## src/rtl/alu_ex_stage.sv

```systemverilog
// alu_ex_stage: execute-stage sequencer around the combinational alu.
// It latches an issued op, holds it on the alu inputs for a fixed number of
// cycles, and then registers the result for writeback. It also owns the
// architectural flag register {N,Z,C,V}.
//
// state | meaning
// IDLE  | no op held, ready to accept
// EXEC  | op held on alu inputs, counting down its path delay
// DONE  | result registered, waiting for writeback to take it
module alu_ex_stage #(
  parameter int DATAW         = 32,
  parameter int FLAGW         = 4,
  parameter int REGW          = 5,
  parameter int MULDIV_CYCLES = 8
) (
  input  logic             clk,
  input  logic             rst_n,
  input  logic             in_valid,
  output logic             in_ready,
  input  logic [3:0]       in_aluop,
  input  logic [DATAW-1:0] in_opA,
  input  logic [DATAW-1:0] in_opB,
  input  logic             in_flagin,
  input  logic [REGW-1:0]  in_wbreg,
  input  logic             flush,
  output logic [3:0]       alu_aluop,
  output logic [DATAW-1:0] alu_opA,
  output logic [DATAW-1:0] alu_opB,
  input  logic [DATAW-1:0] alu_result,
  input  logic [DATAW-1:0] alu_special,
  input  logic [FLAGW-1:0] alu_flag,
  output logic             out_valid,
  input  logic             out_ready,
  output logic [DATAW-1:0] out_result,
  output logic [DATAW-1:0] out_special,
  output logic             out_special_we,
  output logic [REGW-1:0]  out_wbreg,
  output logic             out_divzero,
  output logic [FLAGW-1:0] flag_q,
  output logic             busy
);

  // Opcode encoding shared with the alu; only the multicycle group matters here.
  localparam logic [3:0] ALUOP_MUL  = 4'h8;
  localparam logic [3:0] ALUOP_MULU = 4'h9;
  localparam logic [3:0] ALUOP_DIV  = 4'hA;
  localparam logic [3:0] ALUOP_DIVU = 4'hB;

  // Countdown load for mul/div: capture happens MULDIV_CYCLES edges after accept.
  localparam logic [3:0] MD_LOAD = 4'(MULDIV_CYCLES - 1);

  // Flags forced on divide by zero: N=1, Z=0, C=0, V=1.
  localparam logic [FLAGW-1:0] DIVZERO_FLAGS = FLAGW'(4'b1001);

  typedef enum logic [1:0] {IDLE, EXEC, DONE} state_t;

  state_t          state;
  logic [3:0]      cnt;
  logic            flagin_q;
  logic [REGW-1:0] wbreg_q;

  logic in_is_muldiv;
  logic held_is_muldiv;
  logic held_divzero;
  logic accept;

  assign in_is_muldiv   = (in_aluop == ALUOP_MUL) || (in_aluop == ALUOP_MULU) ||
                          (in_aluop == ALUOP_DIV) || (in_aluop == ALUOP_DIVU);
  assign held_is_muldiv = (alu_aluop == ALUOP_MUL) || (alu_aluop == ALUOP_MULU) ||
                          (alu_aluop == ALUOP_DIV) || (alu_aluop == ALUOP_DIVU);
  assign held_divzero   = ((alu_aluop == ALUOP_DIV) || (alu_aluop == ALUOP_DIVU)) &&
                          (alu_opB == '0);

  assign in_ready = (state == IDLE) || ((state == DONE) && out_ready);
  assign accept   = in_valid && in_ready && !flush;
  assign busy     = (state != IDLE);

  // Sequencer: flush first, then capture/handshake, then accept of a new op.
  always_ff @(posedge clk or negedge rst_n) begin
    if (!rst_n) begin
      state          <= IDLE;
      cnt            <= '0;
      flagin_q       <= 1'b0;
      wbreg_q        <= '0;
      alu_aluop      <= '0;
      alu_opA        <= '0;
      alu_opB        <= '0;
      out_valid      <= 1'b0;
      out_result     <= '0;
      out_special    <= '0;
      out_special_we <= 1'b0;
      out_wbreg      <= '0;
      out_divzero    <= 1'b0;
      flag_q         <= '0;
    end else if (flush) begin
      state          <= IDLE;
      out_valid      <= 1'b0;
      out_special_we <= 1'b0;
      out_divzero    <= 1'b0;
    end else begin
      case (state)
        EXEC: begin
          if (cnt != 4'd0) begin
            cnt <= cnt - 4'd1;
          end else begin
            out_result     <= held_divzero ? '1 : alu_result;
            out_special    <= held_divzero ? alu_opA : alu_special;
            out_special_we <= held_is_muldiv;
            out_divzero    <= held_divzero;
            out_wbreg      <= wbreg_q;
            out_valid      <= 1'b1;
            if (flagin_q)
              flag_q <= held_divzero ? DIVZERO_FLAGS : alu_flag;
            state <= DONE;
          end
        end
        DONE: begin
          if (out_ready) begin
            out_valid      <= 1'b0;
            out_special_we <= 1'b0;
            out_divzero    <= 1'b0;
            state          <= IDLE;
          end
        end
        default: ;
      endcase

      // A new op overrides the IDLE/DONE next-state decided above.
      if (accept) begin
        alu_aluop <= in_aluop;
        alu_opA   <= in_opA;
        alu_opB   <= in_opB;
        flagin_q  <= in_flagin;
        wbreg_q   <= in_wbreg;
        cnt       <= in_is_muldiv ? MD_LOAD : 4'd0;
        state     <= EXEC;
      end
    end
  end

endmodule

```

## config.mk

```make
export PLATFORM = sky130hd
export DESIGN_NAME = alu_ex_stage
export DESIGN_NICKNAME = d
export VERILOG_FILES = /design/src/rtl/alu_ex_stage.sv
export SDC_FILE = /design/constraint.sdc
export NUM_CORES = 1
export LEC_CHECK = 0
export ABC_AREA = 1
export CORE_AREA = 3 3 130 132
export CTS_CLUSTER_DIAMETER = 200
export DETAILED_ROUTE_END_ITERATION = 12
export DIE_AREA = 0 0 133 135
export HOLD_SLACK_MARGIN = 0.1
export PLACE_DENSITY = 0.8
export SLEW_MARGIN = 5
export SYNTH_ARGS = -nofsm -noshare
export SYNTH_HDL_FRONTEND = slang
export SYNTH_SLANG_ARGS = --single-unit
```

## constraint.sdc

```tcl
create_clock -name clk -period 2 [get_ports clk]
set_clock_uncertainty 0.15 [all_clocks]
set_input_delay 0.2 -clock clk [delete_from_list [all_inputs] [get_ports clk]]
set_output_delay 0.2 -clock clk [all_outputs]
set_load 0.02 [all_outputs]
```

==> results of run 1 <==
## layout make-up
cell class,instances,share of cell area
Tap cell,216,0.0250
Inverter,83,0.0293
Clock buffer,23,0.0433
Timing Repair Buffer,319,0.306
Sequential cell,156,0.361
Multi-Input combinational cell,556,0.223
Clock inverter,7,0.0128
## cell usage after synthesis
cell type    n  area, sq um
a21oi_1     37          185
a31oi_1      3         18.8
buf_2       13         65.1
buf_4        1         7.51
clkbuf_1    29          109
dfrtp_1    156         3900
ha_1         4         50.1
inv_1       81          304
inv_2        2         7.51
nand2_1    295         1110
nand3_1     70          350
nand4_1      2         12.5
nand4_2      1         12.5
nor2_1     100          375
nor2_2       1         6.26
nor2_4       1         11.3
nor3_4       1         16.3
o21a_1       1         7.51
o21ai_0     39          195
or2_2        1         6.26
## state kept, by name, indices dropped and copies added, names as in the netlist, 2 cells and up
signal / cells
state: 2
alu_opB: 32
flag_q: 4
out_wbreg: 5
alu_aluop: 4
out_special: 32
cnt: 4
wbreg_q: 5
out_result: 32
alu_opA: 32
## critical path: cells and delay by family (launching register included)
| kind | cells | cell delay (ns) |
|---|---|---|
| adder cells (fa/ha/maj) | 1 | 0.17 |
| AO/OA/AOI/OAI | 1 | 0.08 |
| AND/OR/NAND/NOR | 4 | 0.46 |
| buffers and inverters | 5 | 0.52 |
| flip-flops | 1 | 0.38 |
## metal layers
metal  wire length (um)  vias to the layer above  GRT usage
met2              11000                      271      0.399
met3               1660                       33     0.0667
met5                 13                        -          0
met4                441                        2     0.0803
met1               8790                     3046      0.293
li1                   -                     3180          -
## timing repair
action | 4_1_cts | 5_1_grt
hold buffers | 1 | 0
gates cloned | 1 | 2
endpoints found under the hold margin | 156 | 0
endpoints found under the setup margin | 24 | 128
setup buffers | 2 | 1
gates resized for setup | 4 | 20
pin swaps | 0 | 2
## through the flow
stage          power (W)   util  worst slack, ns
6_report          0.0160  0.683           0.0811
5_1_grt           0.0169  0.683          -0.0186
4_1_cts           0.0161  0.677           0.0136
3_5_place_dp      0.0126  0.635          -0.0251
3_3_place_gp      0.0125  0.635           0.0593
2_1_floorplan    0.00875      -           0.0312
## cell families (layout without fill, tap and decap cells)
kind of cell,count (synthesis),count (layout),share of synthesized area
AND/OR/NAND/NOR,472,472,0.281
flip-flops,156,156,0.578
buffers and inverters,126,432,0.0730
AO/OA/AOI/OAI,80,80,0.0602
adder cells (fa/ha/maj),4,4,0.00741
## cell usage in the layout (no fill, tap or decap), types with 12 or more instances in the layout
master | synthesis | routed
clkbuf_16 | 0 | 19
inv_1 | 81 | 78
dfrtp_1 | 156 | 156
buf_4 | 1 | 12
a21oi_1 | 37 | 37
o21ai_0 | 39 | 39
nand2_1 | 295 | 292
nor2_1 | 100 | 93
clkdlybuf4s50_1 | 0 | 289
nand3_1 | 70 | 70
## power breakdown
part | switching (W) | internal (W)
Sequential | 0.000895 | 0.00456
Clock | 0.00122 | 0.00214
Combinational | 0.00389 | 0.00332
## path summary, 6_finish.rpt
path,slack [ns],from,to
setup / recovery,0.08,cnt[0],out_result[2]
hold / removal,0.12,rst_n,out_result[4]
setup reg to reg,0.08,cnt[0],out_result[2]
hold reg to reg,0.32,alu_aluop[0],alu_aluop[0]
max in group asynchronous,0.97,rst_n,alu_opB[9]
min in group clk,0.17,in_aluop[1],alu_aluop[1]
==> impl_metrics.toml, run 1 <==
[worst_setup_path]
worstPathCellList = "inv_2 > ha_1 > inv_1 > nor2_2 > nand2_2 > nor3_4 > buf_4 > inv_4 > buf_12 > nor2_1 > a21oi_1"
cp_data_required_time_ns = 2.14
r2r_cells = 11
startpoint_type = "flop"
worstSetupPathType = "reg -> reg"
worst_ep_arrival_time_ns = 2.06
cp-end-kind = "flop"
cp_slowest_cell = "dfrtp_1"
max_stage_delay_ns = 0.38
path_max_fanout = 41

[timing]
finalCriticalPeriod_ns = 1.92
finalHoldViolations = 0
fin_hold_ws_ns = 0.125
relSlewSlack = 0.710
tightestPinTransition_ns = 0.436
setup_violations = 0
max_freq_ghz = 0.521
setup_tns_ns = 0
finalCritPeriodShare = 0.959
final-max-slew-violation-count = 0

[floorplan]
die_y_um = 135
die_x_um = 133
rows = 46
start_util = 0.427
dieArea_sq_mm = 0.0180
core_area_sq_mm = 0.0158
ios = 293

[detailed_routing]
routed_via_density = 4.80
postRouteAntennaNets = 0
detail_route.first_pass.iterations = 5
wl_um = 21900
first_iter_violations = 396
vias = 6532
wl_per_cell_um = 16.1
drc_errors = 0

[placement]
numPortBuffers = 292
dp_cells = 1323
placed_cell_area_sq_mm = 0.0100
routabilityCongestion = 0.868
dp_hpwl_um = 15300

[clocking]
h-tree-depth = 4
cts.sinks = 156
clk_path_buf_depth = 2
clk_latency_ns = 0.42
cts_tree = "built"
cts_buffers = 17
clock-root-buffer = "clkbuf_16"
cts.clk_slew.worst_paths_ns = 0.06

[final_layout]
antennaDiodeCount = 0
area_growth_syn_to_layout_pct = 60.1
finalNonFillerCells = 1360
fill_cells = 1232
multi_input_area_sq_mm = 0.00241
drive_gt1_frac = 0.0656
regArea_sq_mm = 0.00390
nets = 1284
final_area_sq_mm = 0.0108

[synthesis]
synth_cells = 838
synth.avg_cell_area_sq_um = 8.06
synth_area_sq_mm = 0.00675
ys_seq_area_frac = 0.578
synth_seq_cells = 156
yosysWarnings = 0
synth_nets = 989
synth_cell_types = 20

[global_routing]
grt_pass1_vias = 6385
grt_pass1_wl_um = 33500
antenna_found_initial = 1
grt_max_degree = 70
grt-ovfl-total = 0
track_usage = 0.236

[outcome]
status = "completed"

[power_and_ir_drop]
leakage_nw = 5.20
ir_worst_vdd_mv = 0.854
powerDensity_mw_per_mm2 = 1480

[hold_path]
min_path_type = "in -> async"

[job]
max_cap_viol_count = 0
Power figures use the tool's default switching activity.
==> run 2, diff against run 1 <==
--- a/config.mk
+++ b/config.mk
@@ -8,6 +8,7 @@
 export ABC_AREA = 1
 export CORE_AREA = 3 3 130 132
 export CTS_CLUSTER_DIAMETER = 200
+export CTS_CLUSTER_SIZE = 12
 export DETAILED_ROUTE_END_ITERATION = 12
 export DIE_AREA = 0 0 133 135
 export HOLD_SLACK_MARGIN = 0.1
==> results of run 2 <==
Final layout, timing and power as in run 1 (identical DEF).
